==> config.mk <==
export PLATFORM = sky130hd
export DESIGN_NAME = rf_wport_arb
export DESIGN_NICKNAME = d
export VERILOG_FILES = /design/src/rtl/wport_pkg.sv /design/src/rtl/wport_fifo.sv /design/src/rtl/rf_wport_arb.sv
export SDC_FILE = /design/constraint.sdc
export NUM_CORES = 1
export LEC_CHECK = 0
export ABC_AREA = 1
export BUFFER_PORTS_ARGS = -buffer_cell sky130_fd_sc_hd__buf_4
export CORE_UTILIZATION = 40
export CTS_BUF_LIST = sky130_fd_sc_hd__clkbuf_4
export CTS_CLUSTER_SIZE = 12
export DETAILED_ROUTE_END_ITERATION = 10
export GPL_TIMING_DRIVEN = 0
export PLACE_DENSITY_LB_ADDON = 0.25
export RECOVER_POWER = 100
export SLEW_MARGIN = 0
export SYNTH_ARGS = -nofsm -noshare
export SYNTH_HDL_FRONTEND = slang
export SYNTH_HIERARCHICAL = 1
export SYNTH_SLANG_ARGS = --single-unit
==> constraint.sdc <==
create_clock -name clk -period 3.35 [get_ports clk]
set_input_delay 0.1675 -clock clk [delete_from_list [all_inputs] [get_ports clk]]
set_output_delay 0.1675 -clock clk [all_outputs]
set_load 0.005 [all_outputs]
==> src/rtl/wport_pkg.sv <==
// Shared types for the register-file write-port arbiter.
// An entry is one buffered secondary result; live=0 means it was superseded.
package wport_pkg;

    localparam int REG_ADDR_W = 5;
    localparam int DATA_W     = 32;

    typedef struct packed {
        logic                  live;
        logic [REG_ADDR_W-1:0] addr;
        logic [DATA_W-1:0]     data;
    } wport_entry_t;

endpackage

==> src/rtl/wport_fifo.sv <==
// Circular buffer of secondary results with per-entry kill-by-address
// and parallel address matching against the two decode source registers.
module wport_fifo
    import wport_pkg::*;
#(
    parameter int DEPTH = 2
) (
    input  logic                  clk,
    input  logic                  reset,
    input  logic                  push,
    input  wport_entry_t          push_entry,
    input  logic                  pop,
    input  logic                  kill_en,
    input  logic [REG_ADDR_W-1:0] kill_addr,
    input  logic [REG_ADDR_W-1:0] match_addr0,
    input  logic [REG_ADDR_W-1:0] match_addr1,
    output logic                  match0,
    output logic                  match1,
    output logic                  full,
    output logic                  empty,
    output wport_entry_t          head
);

    localparam int AW = $clog2(DEPTH);

    wport_entry_t     entry_q [DEPTH];
    wport_entry_t     entry_d [DEPTH];
    logic [AW:0]      wr_ptr_q, wr_ptr_d;
    logic [AW:0]      rd_ptr_q, rd_ptr_d;
    logic [DEPTH-1:0] hit0, hit1;
    logic             do_push, do_pop;

    assign empty   = (wr_ptr_q == rd_ptr_q);
    assign full    = (wr_ptr_q[AW] != rd_ptr_q[AW]) &&
                     (wr_ptr_q[AW-1:0] == rd_ptr_q[AW-1:0]);
    assign head    = entry_q[rd_ptr_q[AW-1:0]];
    assign do_push = push && !full;
    assign do_pop  = pop && !empty;

    // Popped slots get live cleared, so only occupied slots can ever be live.
    always_comb begin
        entry_d  = entry_q;
        wr_ptr_d = wr_ptr_q;
        rd_ptr_d = rd_ptr_q;
        for (int i = 0; i < DEPTH; i++) begin
            if (kill_en && entry_q[i].addr == kill_addr) begin
                entry_d[i].live = 1'b0;
            end
        end
        if (do_pop) begin
            entry_d[rd_ptr_q[AW-1:0]].live = 1'b0;
            rd_ptr_d = rd_ptr_q + (AW+1)'(1);
        end
        if (do_push) begin
            entry_d[wr_ptr_q[AW-1:0]] = push_entry;
            wr_ptr_d = wr_ptr_q + (AW+1)'(1);
        end
    end

    always_ff @(posedge clk or posedge reset) begin
        if (reset) begin
            wr_ptr_q <= '0;
            rd_ptr_q <= '0;
            for (int i = 0; i < DEPTH; i++) begin
                entry_q[i] <= '0;
            end
        end else begin
            wr_ptr_q <= wr_ptr_d;
            rd_ptr_q <= rd_ptr_d;
            for (int i = 0; i < DEPTH; i++) begin
                entry_q[i] <= entry_d[i];
            end
        end
    end

    for (genvar gi = 0; gi < DEPTH; gi++) begin : g_match
        assign hit0[gi] = entry_q[gi].live && (entry_q[gi].addr == match_addr0);
        assign hit1[gi] = entry_q[gi].live && (entry_q[gi].addr == match_addr1);
    end

    assign match0 = |hit0;
    assign match1 = |hit1;

endmodule

==> src/rtl/rf_wport_arb.sv <==
// Register-file write-port arbiter: writeback always wins, buffered
// secondary results fill idle slots, with starvation-driven stall request.
module rf_wport_arb
    import wport_pkg::*;
#(
    parameter int DEPTH      = 2,
    parameter int STARVE_MAX = 8
) (
    input  logic                  clk,
    input  logic                  reset,
    input  logic                  wb_we,
    input  logic [REG_ADDR_W-1:0] wb_addr,
    input  logic [DATA_W-1:0]     wb_data,
    input  logic                  md_valid,
    output logic                  md_ready,
    input  logic [REG_ADDR_W-1:0] md_addr,
    input  logic [DATA_W-1:0]     md_data,
    input  logic [REG_ADDR_W-1:0] rd_addr0,
    input  logic [REG_ADDR_W-1:0] rd_addr1,
    output logic                  pend0,
    output logic                  pend1,
    output logic                  stall_req,
    output logic                  rf_we,
    output logic [REG_ADDR_W-1:0] rf_addr,
    output logic [DATA_W-1:0]     rf_data
);

    localparam int CW = $clog2(STARVE_MAX + 1);

    wport_entry_t head;
    wport_entry_t push_entry;
    logic         full, empty, match0, match1;
    logic         wb_eff, md_acc, push, pop, sec_grant;
    logic [CW-1:0] cnt_q, cnt_d;

    assign wb_eff    = wb_we && (wb_addr != '0);
    assign md_ready  = !full;
    assign md_acc    = md_valid && md_ready;
    assign push      = md_acc && (md_addr != '0);
    assign sec_grant = !wb_eff && !empty && head.live;
    assign pop       = !empty && (!head.live || sec_grant);

    // A result arriving alongside a younger primary write to the same register is born dead.
    always_comb begin
        push_entry      = '0;
        push_entry.live = !(wb_eff && (md_addr == wb_addr));
        push_entry.addr = md_addr;
        push_entry.data = md_data;
    end

    wport_fifo #(
        .DEPTH(DEPTH)
    ) u_fifo (
        .clk        (clk),
        .reset      (reset),
        .push       (push),
        .push_entry (push_entry),
        .pop        (pop),
        .kill_en    (wb_eff),
        .kill_addr  (wb_addr),
        .match_addr0(rd_addr0),
        .match_addr1(rd_addr1),
        .match0     (match0),
        .match1     (match1),
        .full       (full),
        .empty      (empty),
        .head       (head)
    );

    assign pend0 = match0 && (rd_addr0 != '0);
    assign pend1 = match1 && (rd_addr1 != '0);

    always_comb begin
        rf_we   = 1'b0;
        rf_addr = '0;
        rf_data = '0;
        if (wb_eff) begin
            rf_we   = 1'b1;
            rf_addr = wb_addr;
            rf_data = wb_data;
        end else if (sec_grant) begin
            rf_we   = 1'b1;
            rf_addr = head.addr;
            rf_data = head.data;
        end
    end

    // Saturating count of cycles a live head has been waiting.
    always_comb begin
        cnt_d = cnt_q;
        if (empty || !head.live || sec_grant) begin
            cnt_d = '0;
        end else if (cnt_q < CW'(STARVE_MAX)) begin
            cnt_d = cnt_q + CW'(1);
        end
    end

    always_ff @(posedge clk or posedge reset) begin
        if (reset) begin
            cnt_q <= '0;
        end else begin
            cnt_q <= cnt_d;
        end
    end

    assign stall_req = (cnt_q >= CW'(STARVE_MAX));

endmodule

* Word-level counts from Yosys, hierarchy flattened
Index checks and enable logic that the tools add are counted.
** Storage, ports and cells
- Flip-flop bits (word level) :: 84
- Bits of input ports :: 88
- Output and inout bits :: 42
- Logic and storage cells :: 86
** Cells by class
- Add/subtract/negate cells :: 3
- $lt $le $gt $ge :: 6
- Eq/ne operators :: 10
- Multiplexer cells :: 21
- Bitwise operators :: 2
- Reductions and logical operators :: 35
** Operator list (count)
- two-way mux 38 bit :: 5
- bitwise mux 76 bit :: 2
- two-way mux 76 bit :: 2
- demux 38 bit (select 1 bit) :: 2
- two-way mux 32 bit :: 2
- == test 5 bit :: 7
- logical AND 1 bit :: 20
- nonzero test 5 bit :: 4
- two-way mux 5 bit :: 2
- two-way mux 4 bit :: 2
- logical NOT 1 bit :: 5
- adder 2 x 1 -> 2 bit, second input constant :: 2
- adder 4 x 1 -> 4 bit, second input constant :: 1
- >= comparator 2 bit, second input constant :: 2
- >= comparator 4 bit, second input constant :: 1
- < comparator 2 x 1 -> 1 bit, second input constant :: 2
- < comparator 4 bit, second input constant :: 1
- two-way mux 1 bit :: 4
- NOT 1 -> 2 bit :: 2
- OR reduction 2 bit :: 2
- logical OR 1 bit :: 3
- == test 2 bit :: 1
- nonzero test 2 bit :: 1
- == test 1 bit :: 1
- inequality test 1 bit :: 1

* Depth between registers and ports, before layout
Gate-level depths: netlist of the first run.
- Depth in word-level cells :: 11
- Depth in mapped cells :: 14
- Gate-level depth less buffers :: 12

* Modules after synthesis
The synthesis of the first run kept the hierarchy.
** By module, submodules not included
- wport_fifo :: times used 1, cells an instance 531, area an instance 3955.0 um2, sequential area each 2001.9 um2
- rf_wport_arb :: times used 1, cells an instance 184, area an instance 1036.0 um2, sequential area each 100.1 um2

* Least setup slack after synthesis of the first run
OpenSTA, ideal clock, no wires.
- Path type :: reg2reg
- From :: reg u_fifo.rd_ptr_q[0]
- To :: reg u_fifo/entry_q[37] (netlist bit)
- Arrival time :: 1692 ps
- Data required time :: 3267 ps
- Slack :: 1575 ps
- Cell stages (with the launch flop) :: 10
- Period minus slack after synthesis :: 1775 ps
- Cells stage by stage :: dfrtp_1 > clkbuf_1 > clkbuf_1 > nand2_1 > nand2_1 > buf_2 > a21oi_1 > nand3_1 > nand2_1 > o21ai_0
** RTL lines
- from (decl) :: line wport_fifo.sv:29 : logic [AW:0] rd_ptr_q, rd_ptr_d;
- from (signal assigned) :: line wport_fifo.sv:69 : rd_ptr_q <= rd_ptr_d;
- to (signal, indexed assignment) :: line wport_fifo.sv:71 : entry_q[i] <= entry_d[i];
- to (decl) :: line wport_fifo.sv:26 : wport_entry_t entry_q [DEPTH];

==> results of run 1 <==
power groups by stage:
| stage | clock network [mW] | logic (mW) | registers (mW) |
|---|---|---|---|
| after global placement | 0 | 2.59 | 1.78 |
| after detailed placement | 0 | 2.63 | 1.79 |
| after CTS | 0.523 | 2.68 | 1.77 |
| after floorplan | 0 | 1.79 | 1.71 |
| after global routing | 0.571 | 2.88 | 1.82 |
| final | 0.516 | 2.55 | 1.78 |
worst max path at each step:
stage,start,to,slack (ps),cells after the start
2_1_floorplan,reset,u_fifo/entry_q[0],1130,1
4_1_cts,u_fifo/rd_ptr_q[0],rf_data[7],360,8
6_report,u_fifo/rd_ptr_q[0],rf_data[28],320,8
3_3_place_gp,reset,u_fifo/entry_q[50],10,2
3_5_place_dp,u_fifo/rd_ptr_q[0],rf_data[28],870,8
5_1_grt,u_fifo/rd_ptr_q[0],rf_data[11],20,8
cell type report:
| class | count | area (um^2) |
|---|---|---|
| Buffer | 39 | 230 |
| Clock buffer | 10 | 75.1 |
| Clock inverter | 6 | 31.3 |
| Fill cell | 1236 | 5520 |
| Inverter | 74 | 282 |
| Multi-Input combinational cell | 518 | 2310 |
| Sequential cell | 84 | 2100 |
| Tap cell | 168 | 210 |
| Timing Repair Buffer | 168 | 1350 |
state kept, by name, summed over array words and instances, names as in the netlist:
| register | flops |
|---|---|
| cnt_q | 4 |
| u_fifo/wr_ptr_q | 2 |
| u_fifo/entry_q | 76 |
| u_fifo/rd_ptr_q | 2 |
layout by cell type (no fill, tap or decap), types with 2 or more instances in the layout:
master | netlist | routed
sky130_fd_sc_hd__o21ai_0 | 52 | 83
sky130_fd_sc_hd__inv_1 | 69 | 71
sky130_fd_sc_hd__clkinv_2 | 0 | 3
sky130_fd_sc_hd__buf_2 | 7 | 4
sky130_fd_sc_hd__nor3_1 | 2 | 2
sky130_fd_sc_hd__clkbuf_1 | 14 | 27
sky130_fd_sc_hd__clkbuf_4 | 0 | 47
sky130_fd_sc_hd__ha_1 | 2 | 2
sky130_fd_sc_hd__buf_6 | 5 | 2
sky130_fd_sc_hd__clkinv_1 | 0 | 2
sky130_fd_sc_hd__o21ai_1 | 37 | 6
sky130_fd_sc_hd__xor2_1 | 10 | 10
sky130_fd_sc_hd__nand4_1 | 38 | 38
sky130_fd_sc_hd__xnor2_1 | 3 | 3
sky130_fd_sc_hd__o22ai_1 | 7 | 7
sky130_fd_sc_hd__buf_4 | 10 | 95
sky130_fd_sc_hd__nand3_1 | 10 | 12
sky130_fd_sc_hd__dlygate4sd3_1 | 0 | 38
sky130_fd_sc_hd__buf_12 | 3 | 3
sky130_fd_sc_hd__nand2_1 | 314 | 315
sky130_fd_sc_hd__a21oi_1 | 8 | 8
sky130_fd_sc_hd__dfrtp_1 | 84 | 84
sky130_fd_sc_hd__nor2_1 | 25 | 25
critical path: cells and delay by family, from the launching register on:
family / cells / cell delay (ps)
buf+inv: 4 / 1400
simple gates: 4 / 550
flops: 1 / 470
cells by family after synthesis:
family | after synthesis | share of synthesized area, %
adder cells (fa/ha/maj) | 2 | 0.501
flip-flops | 84 | 42.1
buffers and inverters | 113 | 11.2
XOR/XNOR | 13 | 2.28
multiplexers | 1 | 0.201
AO/OA/AOI/OAI | 106 | 10.9
AND/OR/NAND/NOR | 396 | 32.8
metrics by stage:
step	cells	util (%)	setup WS, ps
after global routing	1067	54.4	21.9
final	1067	54.4	319
after global placement	1012	50.9	12.9
after floorplan	715	-	1130
after detailed placement	1013	51.2	875
after CTS	1067	55.2	358
routing by layer:
| layer | vias to the layer above | part of all wire [%] | routed length (um) | track usage, % |
|---|---|---|---|---|
| li1 | 2620 | - | - | - |
| met1 | 2505 | 45 | 6890 | 33.8 |
| met2 | 227 | 47 | 7230 | 40.8 |
| met3 | 28 | 6.4 | 990 | 3.61 |
| met4 | 0 | 2.1 | 330 | 8.86 |
| met5 | - | 0 | 0 | 0 |
==> qor.yml, run 1 <==
finish:
  layout-area-overhead-vs-synth_pct: 32.0
  fin_nets: 984
  drive_above_1_share_pct: 18.1
  final_cell_area_um2: 6590
  antennaDiodeCount: 0
yosys:
  synth_top_cell_area_share_pct: 42.1
  synth_cell_types: 30
  syn-mean-instance-area_um2: 6.98
  mappedNetlistArea_um2: 4990
  synthFlopType: "sky130_fd_sc_hd__dfrtp_1"
  ys_seq_elements: 84
  postSynthCellCount: 715
  number_of_enable_type_register_cells_in_the_synthesized_netlist: 0
  synthMostInstantiatedCell: "sky130_fd_sc_hd__nand2_1"
  synth_area_leader_cell: "sky130_fd_sc_hd__dfrtp_1"
  syn-num-nets: 805
  synth.top_cells.by_area: "sky130_fd_sc_hd__dfrtp_1 42%, sky130_fd_sc_hd__nand2_1 24%, sky130_fd_sc_hd__o21ai_0 5.2%"
  synth_top_cells_by_count: "314 x sky130_fd_sc_hd__nand2_1, 84 x sky130_fd_sc_hd__dfrtp_1, 69 x sky130_fd_sc_hd__inv_1"
  postSynth.asyncResetShare_pct: 100
  fraction_of_the_yosys_area_taken_by_sequential_cells_pct: 42.1
  yosys_warnings: 6
worst_setup_path:
  crit_type: "reg -> out"
  r2r_cells: 13
  worst_setup_path_start_kind: "register"
  regToRegStartpoint: "u_fifo/rd_ptr_q[0]"
  worst-path-max-fanout: 10
  worst-endpoint-required_ps: 3180
  crit-reg2reg-capture: "u_fifo/entry_q[72]"
  crit_arrival_ps: 2860
  cpMaxStageDelayCell: "sky130_fd_sc_hd__dfrtp_1"
  slowest_delay_ps: 470
  cp_cell_sequence: "clkbuf_1, clkbuf_1, nand2_1, nand2_1, clkbuf_1, nand4_1, nand2_1, clkbuf_4"
  crit_path_end_kind: "output port"
  setup.reg_to_reg.worst_slack_ps: 740
detailed_routing:
  initial_drt_pass_iterations: 5
  route.final.wire_length_um: 15400
  route.antenna.remaining_nets: 0
  drtIter0Drc: 427
  vias: 5380
  drc: 0
  vias_per_cell: 5.04
  post_drt_wl_per_cell_um: 14.5
clocking:
  post_cts_resized: 0
  clockBufferDepth: 2
  cts_buffer_count: 9
  post-cts-setup-buffer-count: 0
  clock-sinks: 84
  clock_tree.htree_level_count: 3
  cts_root_buffer: "sky130_fd_sc_hd__clkbuf_4"
  cts-hold-fix-buffers: 38
  clkTransAtPathRegs_ps: 130
  clk-insertion-delay-late_ps: 460
  cts_tree: "yes"
die:
  die_h_um: 114
  io_pins: 130
  die_area_um2: 12900
  rows: 40
  start_util_pct: 41.2
  die_width_um: 114
  placeable_area_um2: 12100
hold_path:
  min_from: "wb_we"
  min-delay-path-class: "in -> reg"
  hold_path_end: "cnt_q[2]"
  whs_path_depth: 3
power_and_ir_drop:
  switching_power_mw: 2.30
  power.share.clock_pct: 10.7
  cellInternalPower_mw: 2.55
  irDropWorstVdd_mv: 0.292
  power_switching_share_pct: 47.4
  pwr-share-comb_pct: 52.7
  seqPwrFrac_pct: 36.6
  finalPower_mw: 4.85
  p_per_area_nw_per_um2: 735
  cellLeakagePower_nw: 3.47
sta:
  setup_viol_count_final: 0
  maxSlewHeadroom_pct: -21.7
  final_max_slew_viol_count: 72
  hold_viol: 0
  final_period_minus_worst_setup_slack_ps: 3030
  final_min_period_over_clock_period_pct: 90.5
  clock_skew_ps: 20.5
  hold_ws_ps: 98.7
  setup_repair_after_global_routing_missed_its_margin: "no"
  max_freq_mhz: 330
  fin_tns_setup_ps: 0
  worstMarginPinSlew_ps: 1830
global_routing:
  grt_pass1_vias: 4985
  grt_overflow_total: 0
  grt_start_max_net_pins: 72
  grt_first_pass_wirelength_um: 25000
  antenna_found_initial: 0
  grt.total_usage_pct: 25.0
place:
  place.detailed.hpwl_um: 10800
  gp_congestion: 0.933
  place_area_um2: 6200
  io_buffers: 129
status:
  failed_checks: "max-capacitance violations, max-slew violations"
  status: "finished with violations"
flow_run:
  drv_cap: 1
Power figures use the tool's default switching activity.
==> run 2, diff against run 1 <==
- CORE_MARGIN: unset -> 2
==> run 2 against run 1 <==
  * The flow still finishes with violations (max-capacitance violations, max-slew violations)
  * Hold slack worse by 8.6 ps
  * Die area up 3.5%
  * Core utilization down 0.17 points
  * Setup slack worse by 59 ps
  * Total power down 1.5%
==> qor.yml, run 2 (synthesized netlist as in run 1, its figures left out) <==
status:
  status: "finished with violations"
  failed_checks: "max-capacitance violations, max-slew violations"
worst_setup_path:
  crit_type: "reg -> out"
  worst_setup_path_start_kind: "register"
  crit_path_end_kind: "output port"
  worst-endpoint-required_ps: 3180  # about the same
  crit_arrival_ps: 2920  # +60 ps
  worst-path-max-fanout: 10  # unchanged
power_and_ir_drop:
  cellInternalPower_mw: 2.53  # -0.86%
  pwr-share-comb_pct: 53.0  # +0.3 points
  p_per_area_nw_per_um2: 726  # -1.2%
  power_switching_share_pct: 47.0  # -0.34 points
  power.share.clock_pct: 9.9  # -0.8 points
  switching_power_mw: 2.24  # -2.2%
  seqPwrFrac_pct: 37.1  # +0.5 points
  cellLeakagePower_nw: 3.45  # -0.59%
  irDropWorstVdd_mv: 0.267  # -8.4%
global_routing:
  grt_overflow_total: 0  # unchanged
  grt_pass1_vias: 5035  # +1.0%
  grt_first_pass_wirelength_um: 24200  # -3.1%
  grt.total_usage_pct: 23.2  # -1.7 points
  grt_start_max_net_pins: 72  # unchanged
  antenna_found_initial: 0  # unchanged
clocking:
  clkTransAtPathRegs_ps: 120  # about the same
  clk-insertion-delay-late_ps: 440  # -20 ps
  post-cts-setup-buffer-count: 0  # unchanged
  clock-sinks: 84  # unchanged
  post_cts_resized: 0  # unchanged
  clockBufferDepth: 2  # unchanged
  clock_tree.htree_level_count: 3  # unchanged
  cts_tree: "yes"
  cts_root_buffer: "sky130_fd_sc_hd__clkbuf_4"
  cts_buffer_count: 9  # unchanged
  cts-hold-fix-buffers: 38  # unchanged
detailed_routing:
  detailroute.wirelength.met2_um: 7160  # -1.0%
  drc: 0  # unchanged
  wirelength_met1_um: 6850  # -0.51%
  vias_per_cell: 4.94  # -2.0%
  dr_wl_met3_um: 904  # -8.7%
  route.final.wire_length_um: 15200  # -1.4%
  initial_drt_pass_iterations: 5  # unchanged
  post_drt_wl_per_cell_um: 14.3  # -1.2%
  route.top_layer_used: "met4"
  vias: 5259  # -2.2%
  route.antenna.remaining_nets: 0  # unchanged
  drtIter0Drc: 368  # -14%
die:
  die_width_um: 116  # +1.8%
  rows: 40  # unchanged
  die_area_um2: 13400  # +3.5%
  placeable_area_um2: 12100  # unchanged
  die_h_um: 116  # +1.8%
  io_pins: 130  # unchanged
  start_util_pct: 41.2  # unchanged
place:
  io_buffers: 129  # unchanged
  gp_congestion: 0.924  # -0.98%
  pre_cts_slack_ps: 827  # -47.5 ps
  place.detailed.hpwl_um: 10800  # +0.46%
  dpl.cell_count: 1013  # unchanged
finish:
  antennaDiodeCount: 0  # unchanged
  final.fill_count: 1251  # +1.2%
  multiInputGateArea_um2: 2310  # unchanged
  area.sequential_um2: 2100  # unchanged
  top_regs: "u_fifo/entry_q x76, cnt_q x4"
  layout.cells.most_common_list: "315 x sky130_fd_sc_hd__nand2_1, 93 x sky130_fd_sc_hd__buf_4, 84 x sky130_fd_sc_hd__dfrtp_1"
  postLayoutCoreUtil_pct: 54.2  # -0.17 points
  register_ranked_first_by_flip_flop_count: "u_fifo/entry_q"
  drive_above_1_share_pct: 17.7  # -0.39 points
  largest_reg_flops: 76  # unchanged
  layout.cells.most_common: "sky130_fd_sc_hd__nand2_1"
  finalNonFillerCells: 1064  # -0.28%
  fin_nets: 984  # unchanged
  layout-area-overhead-vs-synth_pct: 31.6
flow_run:
  drv_cap: 1  # unchanged
sta:
  setup_viol_count_final: 0  # unchanged
  maxSlewHeadroom_pct: -19.8  # +1.9 points
  final_period_minus_worst_setup_slack_ps: 3090  # +59.3 ps
  final_min_period_over_clock_period_pct: 92.3  # +1.8 points
  setup_repair_after_global_routing_missed_its_margin: "no"
  finalWorstSetupSlack_ps: 260  # -59.3 ps
  clock_skew_ps: 9.05  # -11.4 ps
  hold_viol: 0  # unchanged
  fin_tns_setup_ps: 0  # unchanged
  final_max_slew_viol_count: 72  # unchanged
  worstMarginPinSlew_ps: 1800  # -28.7 ps
  max_freq_mhz: 324  # -1.9%
hold_path:
  min-delay-path-class: "in -> reg"
-- run 2: path summary, 6_finish.rpt --
check / from / end / slack [ps] / cells past startpoint
setup reg to reg: u_fifo/rd_ptr_q[0] / u_fifo/entry_q[37] / 700 / 9
hold reg to reg: u_fifo/entry_q[1] / u_fifo/entry_q[1] / 490 / 2
min in group asynchronous: reset / cnt_q[2] / 150 / 3
setup / recovery: u_fifo/rd_ptr_q[0] / rf_data[16] / 260 / 8
max in group asynchronous: reset / u_fifo/entry_q[55] / 1020 / 4
hold / removal: wb_we / cnt_q[2] / 90 / 3
-- run 2: routing by layer --
metal,vias up,GRT usage (%)
li1,2614,-
met1,2437,31.5
met2,186,38.0
met3,22,3.24
met4,0,8.89
met5,-,0
-- run 2: worst max-delay path, cell delays in order (launching register included) --
cell and delay (ps):
sky130_fd_sc_hd__dfrtp_1 470, sky130_fd_sc_hd__clkbuf_1 390, sky130_fd_sc_hd__clkbuf_1 460, sky130_fd_sc_hd__nand2_1 110
sky130_fd_sc_hd__nand2_1 160, sky130_fd_sc_hd__clkbuf_1 440, sky130_fd_sc_hd__nand4_1 210, sky130_fd_sc_hd__nand2_1 100
sky130_fd_sc_hd__clkbuf_4 130
-- run 2: layout make-up --
| type | count | area share (%) |
|---|---|---|
| Inverter | 74 | 4.28 |
| Multi-Input combinational cell | 518 | 35.2 |
| Clock buffer | 9 | 1.03 |
| Clock inverter | 4 | 0.305 |
| Timing Repair Buffer | 168 | 20.5 |
| Buffer | 39 | 3.49 |
| Tap cell | 168 | 3.20 |
| Sequential cell | 84 | 32.0 |
-- run 2: power by group through the flow --
stage | combinational (mW) | sequential [mW] | clock [mW]
global route | 2.86 | 1.82 | 0.521
finish | 2.53 | 1.77 | 0.472
global placement | 2.58 | 1.78 | 0
CTS | 2.67 | 1.77 | 0.483
floorplan | 1.79 | 1.71 | 0
detailed placement | 2.62 | 1.79 | 0
-- run 2: through the flow --
step                hold slack [ps]  cell area, um^2  power (mW)
floorplan                     -66.4             4990        3.50
global placement               71.1             6170        4.36
detailed placement             91.6             6200        4.41
CTS                            87.4             6670        4.92
global route                    105             6570        5.20
finish                         90.1             6570        4.77
